$ cat src/rtl/slc3_mem_ctrl.sv
// SLC-3 memory/IO bus controller: sequences SRAM strobes with configurable wait states
// and decodes one address as a switch-read / hex-display-write IO register.
module slc3_mem_ctrl #(
    parameter int unsigned     ADDR_W      = 20,
    parameter int unsigned     DATA_W      = 16,
    parameter int unsigned     WAIT_CYCLES = 2,
    parameter logic [ADDR_W-1:0] IO_ADDR   = 20'hFFFFF
) (
    input  logic                Clk,
    input  logic                Reset,
    input  logic                req_valid,
    output logic                req_ready,
    input  logic                req_we,
    input  logic [DATA_W/8-1:0] req_be,
    input  logic [ADDR_W-1:0]   req_addr,
    input  logic [DATA_W-1:0]   req_wdata,
    output logic                resp_valid,
    output logic [DATA_W-1:0]   resp_rdata,
    input  logic [DATA_W-1:0]   Switches,
    output logic [DATA_W-1:0]   hex_data,
    output logic [ADDR_W-1:0]   mem_addr,
    output logic                mem_ce_n,
    output logic                mem_oe_n,
    output logic                mem_we_n,
    output logic [DATA_W/8-1:0] mem_be_n,
    input  logic [DATA_W-1:0]   mem_dq_i,
    output logic [DATA_W-1:0]   mem_dq_o,
    output logic                mem_dq_oe
);

    localparam int unsigned NB    = DATA_W / 8;
    localparam int unsigned CNT_W = (WAIT_CYCLES > 0) ? $clog2(WAIT_CYCLES + 1) : 1;

    localparam logic [1:0] S_IDLE   = 2'd0;
    localparam logic [1:0] S_ACCESS = 2'd1;
    localparam logic [1:0] S_IO     = 2'd2;
    localparam logic [1:0] S_DONE   = 2'd3;

    logic [1:0]        r_state;
    logic [CNT_W-1:0]  r_cnt;
    logic [ADDR_W-1:0] r_addr;
    logic              r_we;
    logic              r_io;
    logic [NB-1:0]     r_be;
    logic [DATA_W-1:0] r_wdata;
    logic [DATA_W-1:0] r_rdata;
    logic [DATA_W-1:0] r_hex;

    logic w_access;
    logic w_done;

    always_ff @(posedge Clk or negedge Reset) begin
        if (!Reset) begin
            r_state <= S_IDLE;
            r_cnt   <= '0;
            r_addr  <= '0;
            r_we    <= 1'b0;
            r_io    <= 1'b0;
            r_be    <= '0;
            r_wdata <= '0;
            r_rdata <= '0;
            r_hex   <= '0;
        end else begin
            case (r_state)
                S_IDLE: begin
                    if (req_valid) begin
                        r_addr  <= req_addr;
                        r_we    <= req_we;
                        r_be    <= req_be;
                        r_wdata <= req_wdata;
                        r_io    <= (req_addr == IO_ADDR);
                        if (req_addr == IO_ADDR) begin
                            r_state <= S_IO;
                        end else begin
                            r_state <= S_ACCESS;
                            r_cnt   <= CNT_W'(WAIT_CYCLES);
                        end
                    end
                end
                S_ACCESS: begin
                    // Read data is sampled on the final cycle of the strobe window
                    if (r_cnt == '0) begin
                        if (!r_we) begin
                            r_rdata <= mem_dq_i;
                        end
                        r_state <= S_DONE;
                    end else begin
                        r_cnt <= r_cnt - 1'b1;
                    end
                end
                S_IO: begin
                    if (!r_we) begin
                        r_rdata <= Switches;
                    end else begin
                        for (int i = 0; i < NB; i++) begin
                            if (r_be[i]) begin
                                r_hex[8*i +: 8] <= r_wdata[8*i +: 8];
                            end
                        end
                    end
                    r_state <= S_DONE;
                end
                default: r_state <= S_IDLE;
            endcase
        end
    end

    assign w_access = (r_state == S_ACCESS);
    assign w_done   = (r_state == S_DONE);

    assign req_ready  = (r_state == S_IDLE);
    assign resp_valid = w_done;
    assign resp_rdata = r_rdata;
    assign hex_data   = r_hex;

    assign mem_addr  = r_addr;
    assign mem_ce_n  = !w_access;
    assign mem_oe_n  = !(w_access && !r_we);
    assign mem_we_n  = !(w_access && r_we && (|r_be));
    assign mem_be_n  = w_access ? (r_we ? ~r_be : '0) : '1;
    assign mem_dq_o  = r_wdata;
    // Write data stays driven through DONE as a hold cycle after WE rises
    assign mem_dq_oe = r_we && !r_io && (w_access || w_done);

endmodule

$ cat config.mk
export PLATFORM = sky130hd
export DESIGN_NAME = slc3_mem_ctrl
export DESIGN_NICKNAME = d
export VERILOG_FILES = /design/src/rtl/slc3_mem_ctrl.sv
export SDC_FILE = /design/constraint.sdc
export NUM_CORES = 1
export LEC_CHECK = 0
export BUFFER_PORTS_ARGS = -buffer_cell sky130_fd_sc_hd__buf_2
export CAP_MARGIN = 40
export CELL_PAD_IN_SITES_DETAIL_PLACEMENT = 1
export CELL_PAD_IN_SITES_GLOBAL_PLACEMENT = 1
export CORE_UTILIZATION = 39
export CTS_CLUSTER_SIZE = 25
export DETAILED_ROUTE_END_ITERATION = 6
export PLACE_DENSITY = 0.83
export SLEW_MARGIN = 20
export SYNTH_ARGS = -nofsm -noshare
export SYNTH_HDL_FRONTEND = slang
export SYNTH_SLANG_ARGS = --single-unit
export TNS_END_PERCENT = 1
$ cat constraint.sdc
create_clock -name Clk -period 5.2 [get_ports Clk]
set_clock_uncertainty 0.15 [all_clocks]
set_input_delay 0.26 -clock Clk [delete_from_list [all_inputs] [get_ports Clk]]
set_output_delay 0.26 -clock Clk [all_outputs]
set_load 0.02 [all_outputs]
Yosys cells after proc, flatten, opt, wreduce, memory -nomap -nowiden

Cells that the tools add are included.

Add/sub/neg operators: 1
Eq/ne operators: 10
Multiplexer cells: 14
Bitwise logic cells: 1
Reductions and logical operators: 22

Operator list:

| kind                                                                    | count |
|---|---|
| 16-bit 2-to-1 mux                                                       | 3 |
| 16-bit case mux with 2 select lines                                     | 1 |
| 20-bit equality test, second input constant                             | 1 |
| 2-bit 2-to-1 mux                                                        | 8 |
| 2-bit inequality test, second input constant                            | 5 |
| 4-bit AND reduction                                                     | 2 |
| 2-bit case mux with 3 select lines                                      | 1 |
| 3-bit AND reduction                                                     | 2 |
| 1-bit logical AND                                                       | 5 |
| 1-bit logical NOT                                                       | 5 |
| 2-bit equality test, second input constant                              | 2 |
| 2-bit logical NOT                                                       | 2 |
| 2-bit case mux with 2 select lines                                      | 1 |
| 2-bit AND reduction                                                     | 2 |
| 2-bit nonzero test                                                      | 2 |
| 2-bit by 1-bit equality test with 1-bit output, second input constant   | 1 |
| 2-bit by 1-bit inequality test with 1-bit output, second input constant | 1 |
| 2-bit inverter                                                          | 1 |
| 2-bit OR reduction                                                      | 1 |
| 2-bit by 1-bit subtractor with 2-bit output, second input constant      | 1 |
| 1-bit logical OR                                                        | 1 |

Bits in registers: 76
Input port bits: 74
Output and inout port bits: 76

Depth between registers and ports, before layout

Gate-level depths: netlist of run 1.

Depth after elaboration: 4
Gate-level depth with buffers: 8
Gate-level depth less buffers: 6

Least setup slack after synthesis of run 1

No wires, ideal clock.

Kind: reg2reg
From: register r_state[0]
To: register r_cnt[1]
Library setup time: 0.125 ns
Data arrival time: 1.513 ns
Required time: 4.925 ns
Path slack: 3.412 ns
Stages on the path, launching flop included: 7
Buffers on the path: 0
Path through: dfrtp_1 inv_1 ha_1 nand2b_1 o211ai_1 a31oi_2 mux2_4

Longest elaborated chain between the ends: 3
Elaborated cells on any way between the ends: 8
Those cells by class: 4 x eq/ne; 1 x mux; 3 x reduce/logical

RTL lines:

| item                                                                  | line | RTL |
|---|---|---|
| from (decl)                                                           | 39   | `logic [1:0] r_state;` |
| from (signal assigned)                                                | 54   | `r_state <= S_IDLE;` |
| from (signal assigned)                                                | 73   | `r_state <= S_IO;` |
| from (signal assigned)                                                | 75   | `r_state <= S_ACCESS;` |
| 2-bit logical NOT *                                                   | n/a  |  |
| named net req_ready                                                   | 12   | `output logic req_ready,` |
| 2-bit inequality test (no line) or 2-bit nonzero test (tied branches) | n/a  |  |
| 4-bit AND reduction (no line)                                         | n/a  |  |
| to (signal assigned)                                                  | 76   | `r_cnt <= CNT_W'(WAIT_CYCLES);` |
| to (signal assigned)                                                  | 88   | `r_cnt <= r_cnt - 1'b1;` |
| to (decl)                                                             | 40   | `logic [CNT_W-1:0] r_cnt;` |

The timed path passes the listed nets; every way through them passes the cells marked *.
A chain may end at the register's enable or synchronous reset.

Worst setup path in the final report of run 1

From: register r_state[0]
To: register r_rdata[0] (netlist: resp_rdata[0])

Longest elaborated chain between the ends: 3
Elaborated cells on any way between the ends: 8
Those cells by class: 5 x eq/ne; 1 x mux; 2 x reduce/logical

RTL lines:

| item                                                                                  | line | RTL |
|---|---|---|
| 2-bit equality test or 2-bit by 1-bit equality test with 1-bit output (tied branches) | 64   | `case (r_state)` |
| 2-bit inequality test (no line) (tied with other cells)                               | n/a  |  |
| 4-bit AND reduction (no line)                                                         | n/a  |  |
| to (signal assigned)                                                                  | 84   | `r_rdata <= mem_dq_i;` |
| to (signal assigned)                                                                  | 93   | `r_rdata <= Switches;` |
| to (decl)                                                                             | 46   | `logic [DATA_W-1:0] r_rdata;` |

Several ways; a longest one is shown, not always the timed one.

==> results of run 1 <==
kinds of logic after synthesis:
logic type | Yosys count | share of synthesized area
multiplexers | 73 | 0.255
buffers and inverters | 16 | 0.0264
AO/OA/AOI/OAI | 26 | 0.0513
adder cells (fa/ha/maj) | 5 | 0.0191
flip-flops | 76 | 0.582
AND/OR/NAND/NOR | 39 | 0.0655
where the power goes:
group          leakage (nW)  total [W]  switching (W)  internal, W
Combinational          1.23    0.00139       0.000824     0.000568
Clock                 0.129   0.000576       0.000210     0.000366
Sequential            0.886    0.00106       0.000184     0.000881
Total                  2.25    0.00303        0.00122      0.00181
final timing paths:
kind                                           from                   endpoint  slack [ns]  cells past startpoint
max in group asynchronous                     Reset   mem_addr[10]$_DFFE_PN0P_        4.08                      3
min in group asynchronous                     Reset    hex_data[1]$_DFFE_PN0P_        0.24                      2
min                                    req_wdata[4]    mem_dq_o[4]$_DFFE_PN0P_        0.02                      2
max reg2reg                  r_state[0]$_DFFE_PN0P_  resp_rdata[0]$_DFFE_PN0P_        3.00                      7
min reg2reg                hex_data[11]$_DFFE_PN0P_   hex_data[11]$_DFFE_PN0P_        0.34                      1
max                          r_state[0]$_DFFE_PN0P_  resp_rdata[0]$_DFFE_PN0P_        3.00                      7
sequential cells by signal (all words and copies together), names as in the netlist:
register    cells
mem_addr       20
r_io            1
mem_dq_o       16
r_we            1
r_state         2
resp_rdata     16
r_be            2
r_cnt           2
hex_data       16
through the flow:
stage | instance area, µm² | util | setup slack [ns] | total power (W) | hold WS [ns]
6_report | 4670 | 0.571 | 3.00 | 0.00303 | 0.0163
5_1_grt | 4670 | 0.571 | 2.79 | 0.00324 | 0.00804
4_1_cts | 4650 | 0.569 | 2.97 | 0.00306 | 0.00188
3_5_place_dp | 4140 | 0.506 | 2.98 | 0.00246 | 0.0681
3_3_place_gp | 4090 | 0.501 | 3.02 | 0.00239 | 0.315
2_1_floorplan | 3270 | - | 3.41 | 0.00199 | -0.186
final cells by class:
type / instances / area (µm²) / share of cell area
tap: 105 / 131 / 0.0281
timing repair buffer: 179 / 1070 / 0.230
sequential: 76 / 1900 / 0.407
multi-input combinational: 143 / 1280 / 0.274
clock buffer: 9 / 124 / 0.0265
inverter: 6 / 22.5 / 0.00482
clock inverter: 6 / 138 / 0.0295
metal layers:
layer	vias up	track usage	wire length, µm
met1	1230	0.234	3320
met2	110	0.355	4260
met4	0	0.0692	99
li1	1190	-	-
met5	-	0	0
met3	9	0.0431	578
repair_timing:
action | in CTS | in global routing
hold endpoints to repair | 53 | 2
buffers inserted | 0 | 0
endpoints found under the setup margin | 0 | 0
hold buffers | 25 | 2
worst max-delay path: cells and delay by family (launching register included):
kind / cells / cell delay [ns]
flip-flops: 1 / 0.42
buffers and inverters: 2 / 0.42
AND/OR/NAND/NOR: 2 / 0.21
AO/OA/AOI/OAI: 2 / 0.77
adder cells (fa/ha/maj): 1 / 0.14
cell usage in the layout, fill, tap and decap left out, types with 3 or more instances in the layout:
cell type / n
sky130_fd_sc_hd__nor2_1: 18
sky130_fd_sc_hd__dfrtp_1: 76
sky130_fd_sc_hd__bufinv_16: 4
sky130_fd_sc_hd__ha_1: 5
sky130_fd_sc_hd__a21oi_1: 16
sky130_fd_sc_hd__mux2_4: 9
sky130_fd_sc_hd__clkbuf_8: 9
sky130_fd_sc_hd__dlygate4sd3_1: 27
sky130_fd_sc_hd__nand2_1: 5
sky130_fd_sc_hd__mux2_1: 46
sky130_fd_sc_hd__buf_2: 148
sky130_fd_sc_hd__nand4_1: 5
sky130_fd_sc_hd__inv_1: 5
sky130_fd_sc_hd__o21ai_0: 3
sky130_fd_sc_hd__mux2i_1: 17
==> run_summary.xml, run 1 <==
<?xml version="1.0" encoding="UTF-8"?>
<metrics>
  <group name="detailed_routing">
    <metric name="drt_pre_antenna_iters" unit="">4</metric>
    <metric name="remaining_drc_errors" unit="">0</metric>
    <metric name="vias_per_cell" unit="">4.85</metric>
    <metric name="postRouteAntennaNets" unit="">0</metric>
    <metric name="dr_total_vias" unit="">2539</metric>
    <metric name="detail_route.wirelength" unit="µm">8260</metric>
    <metric name="dr.first_iter.drc_count" unit="">40</metric>
    <metric name="post_drt_wl_per_cell" unit="µm">15.8</metric>
  </group>
  <group name="setup_path">
    <metric name="end_kind" unit="">flop</metric>
    <metric name="slowest_delay" unit="ns">0.62</metric>
    <metric name="cp.required" unit="ns">5.30</metric>
    <metric name="cell_chain_critical_path" unit="">inv_1 -&gt; ha_1 -&gt; buf_4 -&gt; nand2b_2 -&gt; a21oi_4 -&gt; nor2_1 -&gt; a21oi_1</metric>
    <metric name="timing.critical_path.slowest_stage_cell" unit="">sky130_fd_sc_hd__a21oi_4</metric>
    <metric name="cp_max_fo" unit="">32</metric>
    <metric name="worst_setup_path_type" unit="">reg2reg</metric>
    <metric name="critical_path.startpoint_type" unit="">flop</metric>
    <metric name="cp.arrival" unit="ns">2.30</metric>
  </group>
  <group name="clock_network">
    <metric name="clock_path_buffers" unit="">2</metric>
    <metric name="clockRootBuffer" unit="">sky130_fd_sc_hd__clkbuf_8</metric>
    <metric name="cts_buffers" unit="">9</metric>
    <metric name="cts.sinks" unit="">76</metric>
    <metric name="cts_tree" unit="">done</metric>
    <metric name="cts-htree-levels" unit="">3</metric>
    <metric name="cts_resized" unit="">0</metric>
    <metric name="clock_insertion_delay_worst_skew" unit="ns">0.33</metric>
    <metric name="cts.reportedPaths.clkPinSlew" unit="ns">0.08</metric>
  </group>
  <group name="timing">
    <metric name="unrepaired_setup_endpoints_after_global_routing" unit="">no</metric>
    <metric name="setup-tns-final" unit="ns">0</metric>
    <metric name="final-max-slew-violation-count" unit="">0</metric>
    <metric name="worst_slew_margin_rel" unit="">0.505</metric>
    <metric name="final-setup-viol-count" unit="">0</metric>
    <metric name="finalWorstPathRequiredPeriod" unit="ns">2.20</metric>
    <metric name="min_period_over_period" unit="">0.423</metric>
    <metric name="achievable-frequency" unit="GHz">0.455</metric>
    <metric name="hold_viol" unit="">0</metric>
    <metric name="tightest_slew" unit="ns">0.741</metric>
  </group>
  <group name="synth">
    <metric name="synth-edff-count" unit="">0</metric>
    <metric name="yosys.cell_count.top_type" unit="">sky130_fd_sc_hd__dfrtp_1</metric>
    <metric name="ys_types" unit="">29</metric>
    <metric name="sequential_area_share_after_synthesis" unit="">0.582</metric>
    <metric name="synth.yosys.warnings" unit="">0</metric>
    <metric name="avgSynthCellArea" unit="µm²">13.9</metric>
    <metric name="synth_commonest_cells" unit="">sky130_fd_sc_hd__dfrtp_1 (76), sky130_fd_sc_hd__mux2_1 (46), sky130_fd_sc_hd__nor2_1 (18), sky130_fd_sc_hd__mux2i_1 (17), sky130_fd_sc_hd__a21oi_1 (16)</metric>
    <metric name="post_synthesis_cells" unit="">235</metric>
    <metric name="synth.cell_area" unit="mm²">0.00327</metric>
    <metric name="mappedNetlistNets" unit="">314</metric>
    <metric name="async_reset_ff_frac" unit="">1.00</metric>
    <metric name="yosysTopAreaCell" unit="">sky130_fd_sc_hd__dfrtp_1</metric>
    <metric name="synth-main-ff-cell" unit="">sky130_fd_sc_hd__dfrtp_1</metric>
    <metric name="yosysTopAreaCellShare" unit="">0.582</metric>
    <metric name="ys_seq_elements" unit="">76</metric>
    <metric name="synth.area.top_cells" unit="">sky130_fd_sc_hd__dfrtp_1 (58%), sky130_fd_sc_hd__mux2_1 (16%), sky130_fd_sc_hd__mux2i_1 (5.2%)</metric>
  </group>
  <group name="pwr">
    <metric name="vdd_ir_drop_max" unit="V">0.000303</metric>
    <metric name="p_leak" unit="nW">2.25</metric>
    <metric name="p_per_area" unit="mW/mm²">649</metric>
  </group>
  <group name="outcome">
    <metric name="run_status" unit="">completed</metric>
  </group>
  <group name="cells_and_area">
    <metric name="fraction_of_final_layout_cells_sized_beyond_drive_strength_1" unit="">0.446</metric>
    <metric name="antenna_cells" unit="">0</metric>
    <metric name="final-instance-count-excl-fill" unit="">524</metric>
    <metric name="filler_cell_count" unit="">880</metric>
    <metric name="final_net_count" unit="">494</metric>
    <metric name="area_delta_synth_final" unit="%">43.0</metric>
  </group>
  <group name="die">
    <metric name="num_rows" unit="">33</metric>
    <metric name="floorplan.die.height" unit="µm">93.5</metric>
    <metric name="fp.dieArea" unit="mm²">0.00875</metric>
    <metric name="design.core.area" unit="mm²">0.00818</metric>
    <metric name="initial_core_utilization" unit="">0.400</metric>
    <metric name="die_w" unit="µm">93.5</metric>
    <metric name="num_io_pins" unit="">150</metric>
  </group>
  <group name="placed_design">
    <metric name="detailed_place_hpwl" unit="µm">5750</metric>
    <metric name="dp_cells" unit="">482</metric>
    <metric name="port_buffers" unit="">149</metric>
    <metric name="gp_congestion" unit="">0.717</metric>
  </group>
  <group name="global_route">
    <metric name="grt_first_pass_wirelength" unit="µm">13400</metric>
    <metric name="groute.usage.overall" unit="">0.199</metric>
    <metric name="maximum_number_of_pins_on_one_net_before_global_route_repair" unit="">48</metric>
    <metric name="overflow" unit="">0</metric>
    <metric name="antenna_found_initial" unit="">0</metric>
    <metric name="first_global_vias" unit="">2746</metric>
  </group>
  <group name="job">
    <metric name="drv.max_cap_violation_count" unit="">0</metric>
  </group>
  <group name="min_path">
    <metric name="hold_path_class" unit="">in2reg</metric>
  </group>
</metrics>
(Power assumes the default switching activity.)
==> inputs of run 2 (changes only) <==
--- a/config.mk
+++ b/config.mk
@@ -9,10 +9,10 @@
 export CAP_MARGIN = 40
 export CELL_PAD_IN_SITES_DETAIL_PLACEMENT = 1
 export CELL_PAD_IN_SITES_GLOBAL_PLACEMENT = 1
-export CORE_UTILIZATION = 39
+export CORE_UTILIZATION = 36
 export CTS_CLUSTER_SIZE = 25
 export DETAILED_ROUTE_END_ITERATION = 6
-export PLACE_DENSITY = 0.83
+export PLACE_DENSITY = 0.78
 export SLEW_MARGIN = 20
 export SYNTH_ARGS = -nofsm -noshare
 export SYNTH_HDL_FRONTEND = slang
==> constraint.sdc (replaced) <==
create_clock -name Clk -period 2.3 [get_ports Clk]
set_clock_uncertainty 0.15 [all_clocks]
set_input_delay 0.115 -clock Clk [delete_from_list [all_inputs] [get_ports Clk]]
set_output_delay 0.115 -clock Clk [all_outputs]
set_load 0.02 [all_outputs]
==> run 2 against run 1 <==
Effect of this change: setup slack worse by 2.7 ns; combinational power up 140%; die area up 8.1%; routed wire length up 22%; via count up 8.6%; core utilization up 1.4 points; non-clock buffer count up 47; sequential share of layout area down 3.7 points; highest routed layer unchanged.
==> run_summary.xml, run 2 (synthesis gave the netlist of run 1 again) <==
<?xml version="1.0" encoding="UTF-8"?>
<metrics>
  <group name="outcome">
    <metric name="run_status" unit="">completed</metric>
  </group>
  <group name="timing">
    <metric name="final-max-slew-violation-count" unit="">0</metric>
    <metric name="setup-tns-final" unit="ns">0</metric>
    <metric name="final-setup-viol-count" unit="">0</metric>
    <metric name="min_period_over_period" unit="">0.860</metric>
    <metric name="finalWorstPathRequiredPeriod" unit="ns">1.98</metric>
    <metric name="worst_slew_margin_rel" unit="">0.646</metric>
    <metric name="achievable-frequency" unit="GHz">0.506</metric>
    <metric name="unrepaired_setup_endpoints_after_global_routing" unit="">no</metric>
    <metric name="hold_viol" unit="">0</metric>
    <metric name="tightest_slew" unit="ns">0.531</metric>
  </group>
  <group name="global_route">
    <metric name="antenna_found_initial" unit="">0</metric>
    <metric name="groute.usage.overall" unit="">0.228</metric>
    <metric name="maximum_number_of_pins_on_one_net_before_global_route_repair" unit="">42</metric>
    <metric name="overflow" unit="">0</metric>
    <metric name="first_global_vias" unit="">3262</metric>
    <metric name="grt_first_pass_wirelength" unit="µm">16800</metric>
  </group>
  <group name="cells_and_area">
    <metric name="final_net_count" unit="">541</metric>
    <metric name="final_design_area_no_fill" unit="mm²">0.00513</metric>
    <metric name="largest_reg_flops" unit="">20</metric>
    <metric name="fraction_of_final_layout_cells_sized_beyond_drive_strength_1" unit="">0.406</metric>
    <metric name="most-common-layout-cells" unit="">sky130_fd_sc_hd__buf_2 (148), sky130_fd_sc_hd__dfrtp_1 (76), sky130_fd_sc_hd__dlygate4sd3_1 (72), sky130_fd_sc_hd__mux2_1 (46), sky130_fd_sc_hd__nor2_1 (18)</metric>
    <metric name="area_delta_synth_final" unit="%">57.1</metric>
    <metric name="antenna_cells" unit="">0</metric>
    <metric name="layout_commonest_cell" unit="">sky130_fd_sc_hd__buf_2</metric>
  </group>
  <group name="detailed_routing">
    <metric name="remaining_drc_errors" unit="">0</metric>
    <metric name="vias_per_cell" unit="">4.80</metric>
    <metric name="post_drt_wl_per_cell" unit="µm">17.6</metric>
    <metric name="detail_route.wirelength" unit="µm">10100</metric>
    <metric name="dr.first_iter.drc_count" unit="">36</metric>
    <metric name="drt_pre_antenna_iters" unit="">4</metric>
    <metric name="dr_total_vias" unit="">2757</metric>
    <metric name="postRouteAntennaNets" unit="">0</metric>
  </group>
  <group name="pwr">
    <metric name="p_leak" unit="nW">2.45</metric>
    <metric name="vdd_ir_drop_max" unit="V">0.000604</metric>
    <metric name="p_per_area" unit="mW/mm²">1370</metric>
    <metric name="total_power_consumption" unit="W">0.00703</metric>
  </group>
  <group name="clock_network">
    <metric name="cts_buffers" unit="">9</metric>
    <metric name="cts.sinks" unit="">76</metric>
    <metric name="clockRootBuffer" unit="">sky130_fd_sc_hd__clkbuf_8</metric>
    <metric name="cts_tree" unit="">done</metric>
    <metric name="cts_resized" unit="">0</metric>
    <metric name="clock_path_buffers" unit="">2</metric>
    <metric name="post-cts-setup-buffer-count" unit="">0</metric>
    <metric name="cts_hold_buf" unit="">72</metric>
    <metric name="cts.reportedPaths.clkPinSlew" unit="ns">0.08</metric>
    <metric name="clock_insertion_delay_worst_skew" unit="ns">0.33</metric>
    <metric name="cts-htree-levels" unit="">3</metric>
  </group>
  <group name="placed_design">
    <metric name="detailed_place_hpwl" unit="µm">6020</metric>
    <metric name="port_buffers" unit="">149</metric>
    <metric name="gp_congestion" unit="">0.700</metric>
    <metric name="dp_area" unit="mm²">0.00415</metric>
  </group>
  <group name="setup_path">
    <metric name="end_kind" unit="">primary output</metric>
    <metric name="cp_max_fo" unit="">11</metric>
    <metric name="timing.critical_path.from" unit="">r_state[1]$_DFFE_PN0P_</metric>
    <metric name="r2r_start" unit="">r_state[1]$_DFFE_PN0P_</metric>
    <metric name="cp-endpoint" unit="">mem_dq_oe</metric>
    <metric name="cp.required" unit="ns">2.04</metric>
    <metric name="worst_setup_path_type" unit="">reg2out</metric>
    <metric name="critical_path.startpoint_type" unit="">flop</metric>
    <metric name="rrSetupSlack" unit="ns">0.33</metric>
    <metric name="cp.arrival" unit="ns">1.71</metric>
    <metric name="worstRegToRegCells" unit="">7</metric>
    <metric name="r2r_path_end" unit="">resp_rdata[11]$_DFFE_PN0P_</metric>
  </group>
  <group name="die">
    <metric name="die_w" unit="µm">97.3</metric>
    <metric name="floorplan.die.height" unit="µm">97.3</metric>
    <metric name="num_rows" unit="">34</metric>
    <metric name="num_io_pins" unit="">150</metric>
    <metric name="design.core.area" unit="mm²">0.00876</metric>
    <metric name="initial_core_utilization" unit="">0.373</metric>
    <metric name="fp.dieArea" unit="mm²">0.00946</metric>
  </group>
  <group name="job">
    <metric name="drv.max_cap_violation_count" unit="">0</metric>
  </group>
  <group name="min_path">
    <metric name="hold_path_class" unit="">in2async</metric>
  </group>
</metrics>
[run 2: cell types whose count changed in the layout (fill, tap and decap cells not counted)]
cell                            previous run  this run
sky130_fd_sc_hd__dlygate4sd3_1            27        72
sky130_fd_sc_hd__buf_4                     2         4
sky130_fd_sc_hd__buf_12                    1         2
sky130_fd_sc_hd__buf_16                    1         0
[run 2: final cells by class]
cell class | count | area (µm²)
Clock inverter | 6 | 138
Sequential cell | 76 | 1900
Timing Repair Buffer | 226 | 1530
Multi-Input combinational cell | 143 | 1280
Fill cell | 926 | 3630
Clock buffer | 9 | 124
Inverter | 6 | 22.5
Tap cell | 108 | 135
[run 2: worst min-delay path by stage]
stage,cells after the start,slack (ns),start,end
after detailed placement,1,-0.02,Reset,hex_data[3]$_DFFE_PN0P_
final,2,0.18,Reset,hex_data[4]$_DFFE_PN0P_
after global placement,1,-0.03,Reset,hex_data[3]$_DFFE_PN0P_
after floorplan,0,-0.33,Reset,hex_data[0]$_DFFE_PN0P_
after global routing,2,0.20,Reset,hex_data[4]$_DFFE_PN0P_
after CTS,2,0.15,Reset,hex_data[3]$_DFFE_PN0P_
[run 2: stage by stage]
step           cells  worst slack (ns)   util  hold WS [ns]
2_1_floorplan    235             0.512      -        -0.331
3_3_place_gp     487             0.478  0.474       -0.0252
3_5_place_dp     487             0.350  0.474       -0.0235
4_1_cts          574             0.269  0.586         0.147
5_1_grt          574             0.154  0.586         0.200
6_report         574             0.323  0.586         0.180
[run 2: worst max-delay path, stage by stage (launching register included)]
cell and delay (ns):
sky130_fd_sc_hd__dfrtp_1 0.42, sky130_fd_sc_hd__inv_1 0.09, sky130_fd_sc_hd__ha_1 0.37, sky130_fd_sc_hd__nor2_1 0.09
sky130_fd_sc_hd__nor3_1 0.19, sky130_fd_sc_hd__buf_2 0.22
[run 2: report_power, final]
part	total, W	internal, W	switching (W)
clock network	0.00132	0.000828	0.000491
registers	0.00243	0.00199	0.000436
logic	0.00328	0.00135	0.00193
[run 2: routing by layer]
layer / track usage / vias to the layer above / wire (µm)
li1: - / 1283 / -
met3: 0.0547 / 19 / 608
met4: 0.0758 / 0 / 201
met2: 0.438 / 121 / 5500
met1: 0.243 / 1334 / 3800
met5: 0 / - / 0
==> inputs of run 3 (changes only) <==
--- a/config.mk
+++ b/config.mk
@@ -9,10 +9,11 @@
 export CAP_MARGIN = 40
 export CELL_PAD_IN_SITES_DETAIL_PLACEMENT = 1
 export CELL_PAD_IN_SITES_GLOBAL_PLACEMENT = 1
-export CORE_UTILIZATION = 36
+export CORE_UTILIZATION = 32
 export CTS_CLUSTER_SIZE = 25
 export DETAILED_ROUTE_END_ITERATION = 6
-export PLACE_DENSITY = 0.78
+export GPL_TIMING_DRIVEN = 1
+export PLACE_DENSITY = 0.73
 export SLEW_MARGIN = 20
 export SYNTH_ARGS = -nofsm -noshare
 export SYNTH_HDL_FRONTEND = slang
==> constraint.sdc (replaced) <==
create_clock -name Clk -period 1.8 [get_ports Clk]
set_clock_uncertainty 0.15 [all_clocks]
set_input_delay 0.09 -clock Clk [delete_from_list [all_inputs] [get_ports Clk]]
set_output_delay 0.09 -clock Clk [all_outputs]
set_load 0.02 [all_outputs]
==> run 3 against run 2 <==
Effect of this change: final cell count rose by 5.4%; sequential power rose by 28%; register-to-register slack got worse by 0.26 ns; sequential cell count did not move; die area rose by 12%; critical path depth rose by 1; final area rose by 2.0%; critical path type is now reg2reg; largest cell class unchanged; highest routed layer unchanged.
==> run_summary.xml, run 3 (synthesis gave the netlist of run 1 again) <==
<?xml version="1.0" encoding="UTF-8"?>
<metrics>
  <group name="outcome">
    <metric name="run_status" unit="">completed</metric>
  </group>
  <group name="placed_design">
    <metric name="dp_area" unit="mm²">0.00423</metric>
    <metric name="port_buffers" unit="">149</metric>
    <metric name="gp_congestion" unit="">0.649</metric>
    <metric name="detailed_place_hpwl" unit="µm">5840</metric>
    <metric name="dp_cells" unit="">515</metric>
  </group>
  <group name="timing">
    <metric name="achievable-frequency" unit="GHz">0.577</metric>
    <metric name="tightest_slew" unit="ns">0.307</metric>
    <metric name="whs" unit="ns">0.0262</metric>
    <metric name="final-setup-viol-count" unit="">0</metric>
    <metric name="final-max-slew-violation-count" unit="">0</metric>
    <metric name="worst_slew_margin_rel" unit="">0.795</metric>
    <metric name="setup-tns-final" unit="ns">0</metric>
    <metric name="finalWorstPathRequiredPeriod" unit="ns">1.73</metric>
    <metric name="hold_viol" unit="">0</metric>
    <metric name="min_period_over_period" unit="">0.963</metric>
  </group>
  <group name="setup_path">
    <metric name="cp.arrival" unit="ns">1.80</metric>
    <metric name="cp.required" unit="ns">1.87</metric>
    <metric name="timing.critical_path.from" unit="">r_state[0]$_DFFE_PN0P_</metric>
    <metric name="r2r_start" unit="">r_state[0]$_DFFE_PN0P_</metric>
    <metric name="cp-endpoint" unit="">r_cnt[1]$_DFFE_PN0P_</metric>
    <metric name="rrSetupSlack" unit="ns">0.07</metric>
    <metric name="cp_max_fo" unit="">6</metric>
    <metric name="r2r_path_end" unit="">r_cnt[1]$_DFFE_PN0P_</metric>
    <metric name="end_kind" unit="">flop</metric>
    <metric name="critical_path.startpoint_type" unit="">flop</metric>
    <metric name="worstRegToRegCells" unit="">6</metric>
    <metric name="worst_setup_path_type" unit="">reg2reg</metric>
  </group>
  <group name="clock_network">
    <metric name="cts_tree" unit="">done</metric>
    <metric name="cts-htree-levels" unit="">3</metric>
    <metric name="cts.sinks" unit="">76</metric>
    <metric name="clockRootBuffer" unit="">sky130_fd_sc_hd__clkbuf_8</metric>
    <metric name="clock_path_buffers" unit="">2</metric>
    <metric name="clock_insertion_delay_worst_skew" unit="ns">0.34</metric>
    <metric name="cts_buffers" unit="">9</metric>
    <metric name="cts.reportedPaths.clkPinSlew" unit="ns">0.09</metric>
  </group>
  <group name="pwr">
    <metric name="power.share.sequential" unit="">0.345</metric>
    <metric name="p_per_area" unit="mW/mm²">1720</metric>
    <metric name="vdd_ir_drop_max" unit="V">0.000980</metric>
    <metric name="p_leak" unit="nW">2.46</metric>
    <metric name="clock_power_share" unit="">0.165</metric>
    <metric name="switching_share" unit="">0.414</metric>
    <metric name="power.switching" unit="W">0.00373</metric>
    <metric name="share_comb_of_total_power" unit="">0.490</metric>
    <metric name="internal_power" unit="W">0.00528</metric>
  </group>
  <group name="cells_and_area">
    <metric name="post-route-util" unit="">0.534</metric>
    <metric name="fraction_of_final_layout_cells_sized_beyond_drive_strength_1" unit="">0.430</metric>
    <metric name="largest_reg_flops" unit="">20</metric>
    <metric name="final_design_area_no_fill" unit="mm²">0.00524</metric>
    <metric name="layout_commonest_cell" unit="">sky130_fd_sc_hd__buf_2</metric>
    <metric name="area_delta_synth_final" unit="%">60.4</metric>
    <metric name="filler_cell_count" unit="">1059</metric>
    <metric name="final-instance-count-excl-fill" unit="">605</metric>
    <metric name="antenna_cells" unit="">0</metric>
    <metric name="most-common-layout-cells" unit="">sky130_fd_sc_hd__buf_2 (147), sky130_fd_sc_hd__dfrtp_1 (74), sky130_fd_sc_hd__dlygate4sd3_1 (72), sky130_fd_sc_hd__mux2_1 (46), sky130_fd_sc_hd__nor2_1 (18)</metric>
    <metric name="final_net_count" unit="">546</metric>
  </group>
  <group name="die">
    <metric name="num_io_pins" unit="">150</metric>
    <metric name="fp.dieArea" unit="mm²">0.0106</metric>
    <metric name="initial_core_utilization" unit="">0.333</metric>
    <metric name="die_w" unit="µm">103</metric>
    <metric name="floorplan.die.height" unit="µm">103</metric>
    <metric name="num_rows" unit="">36</metric>
    <metric name="design.core.area" unit="mm²">0.00982</metric>
  </group>
  <group name="job">
    <metric name="drv.max_cap_violation_count" unit="">0</metric>
  </group>
  <group name="detailed_routing">
    <metric name="post_drt_wl_per_cell" unit="µm">16.6</metric>
    <metric name="detail_route.wirelength" unit="µm">10100</metric>
    <metric name="dr.first_iter.drc_count" unit="">46</metric>
    <metric name="remaining_drc_errors" unit="">0</metric>
    <metric name="vias_per_cell" unit="">4.57</metric>
    <metric name="dr_total_vias" unit="">2767</metric>
    <metric name="drt_pre_antenna_iters" unit="">4</metric>
    <metric name="postRouteAntennaNets" unit="">0</metric>
  </group>
  <group name="global_route">
    <metric name="overflow" unit="">0</metric>
    <metric name="first_global_vias" unit="">3157</metric>
    <metric name="maximum_number_of_pins_on_one_net_before_global_route_repair" unit="">58</metric>
    <metric name="grt_first_pass_wirelength" unit="µm">15200</metric>
    <metric name="groute.usage.overall" unit="">0.191</metric>
    <metric name="antenna_found_initial" unit="">0</metric>
  </group>
  <group name="min_path">
    <metric name="hold_path_class" unit="">in2async</metric>
  </group>
</metrics>
-- run 3: layout make-up --
class	count	area, µm²	share of cell area
Tap cell	133	166	0.0318
Clock inverter	6	95.1	0.0182
Inverter	6	22.5	0.00430
Clock buffer	10	138	0.0263
Timing Repair Buffer	231	1600	0.305
Multi-Input combinational cell	143	1310	0.251
Sequential cell	76	1900	0.364
-- run 3: routing by layer --
| layer | part of all wire | global-route usage | routed length, µm | up-vias |
|---|---|---|---|---|
| met5 | 0 | 0 | 0 | - |
| met4 | 0.015 | 0.0650 | 151 | 0 |
| met3 | 0.079 | 0.0542 | 792 | 14 |
| met2 | 0.53 | 0.361 | 5300 | 118 |
| met1 | 0.38 | 0.203 | 3820 | 1345 |
| li1 | - | - | - | 1290 |
-- run 3: worst max-delay path: stages (launching register included) --
cell                       delay, ns
sky130_fd_sc_hd__dfrtp_2        0.43
sky130_fd_sc_hd__inv_2          0.08
sky130_fd_sc_hd__ha_4           0.19
sky130_fd_sc_hd__nand2b_1       0.11
sky130_fd_sc_hd__o211ai_1       0.13
sky130_fd_sc_hd__a31oi_2        0.22
sky130_fd_sc_hd__mux2_4         0.32
-- run 3: power groups by stage --
stage | Sequential, W | Combinational, W | Clock [W]
2_1_floorplan | 0.00397 | 0.00176 | 0
3_3_place_gp | 0.00303 | 0.00403 | 0
3_5_place_dp | 0.00308 | 0.00413 | 0
4_1_cts | 0.00307 | 0.00432 | 0.00154
5_1_grt | 0.00322 | 0.00476 | 0.00160
6_report | 0.00311 | 0.00441 | 0.00148
-- run 3: how the worst min path moves through the flow --
stage | start | slack, ns | cells after the start | endpoint
finish | Reset | 0.03 | 2 | mem_dq_o[7]$_DFFE_PN0P_
detailed placement | Reset | -0.16 | 1 | hex_data[7]$_DFFE_PN0P_
global placement | Reset | -0.17 | 1 | hex_data[3]$_DFFE_PN0P_
global route | Reset | 0.03 | 2 | hex_data[7]$_DFFE_PN0P_
floorplan | Reset | -0.36 | 0 | hex_data[0]$_DFFE_PN0P_
CTS | Reset | 0.01 | 2 | mem_dq_o[7]$_DFFE_PN0P_
-- run 3: what timing repair did --
| item | 4_1_cts | 5_1_grt |
|---|---|---|
| resized for setup | 6 | 6 |
| hold buffers | 72 | 0 |
| pin swaps | 0 | 0 |
| setup buffers | 1 | 1 |
| endpoints found under the setup margin | 7 | 28 |
| hold endpoints to repair | 131 | 0 |
-- run 3: per-stage QoR --
stage               setup slack (ns)  power, W
floorplan                     0.0121   0.00574
global placement              0.0440   0.00707
detailed placement           -0.0713   0.00721
CTS                           0.0148   0.00892
global route                -0.00339   0.00958
finish                        0.0675   0.00900
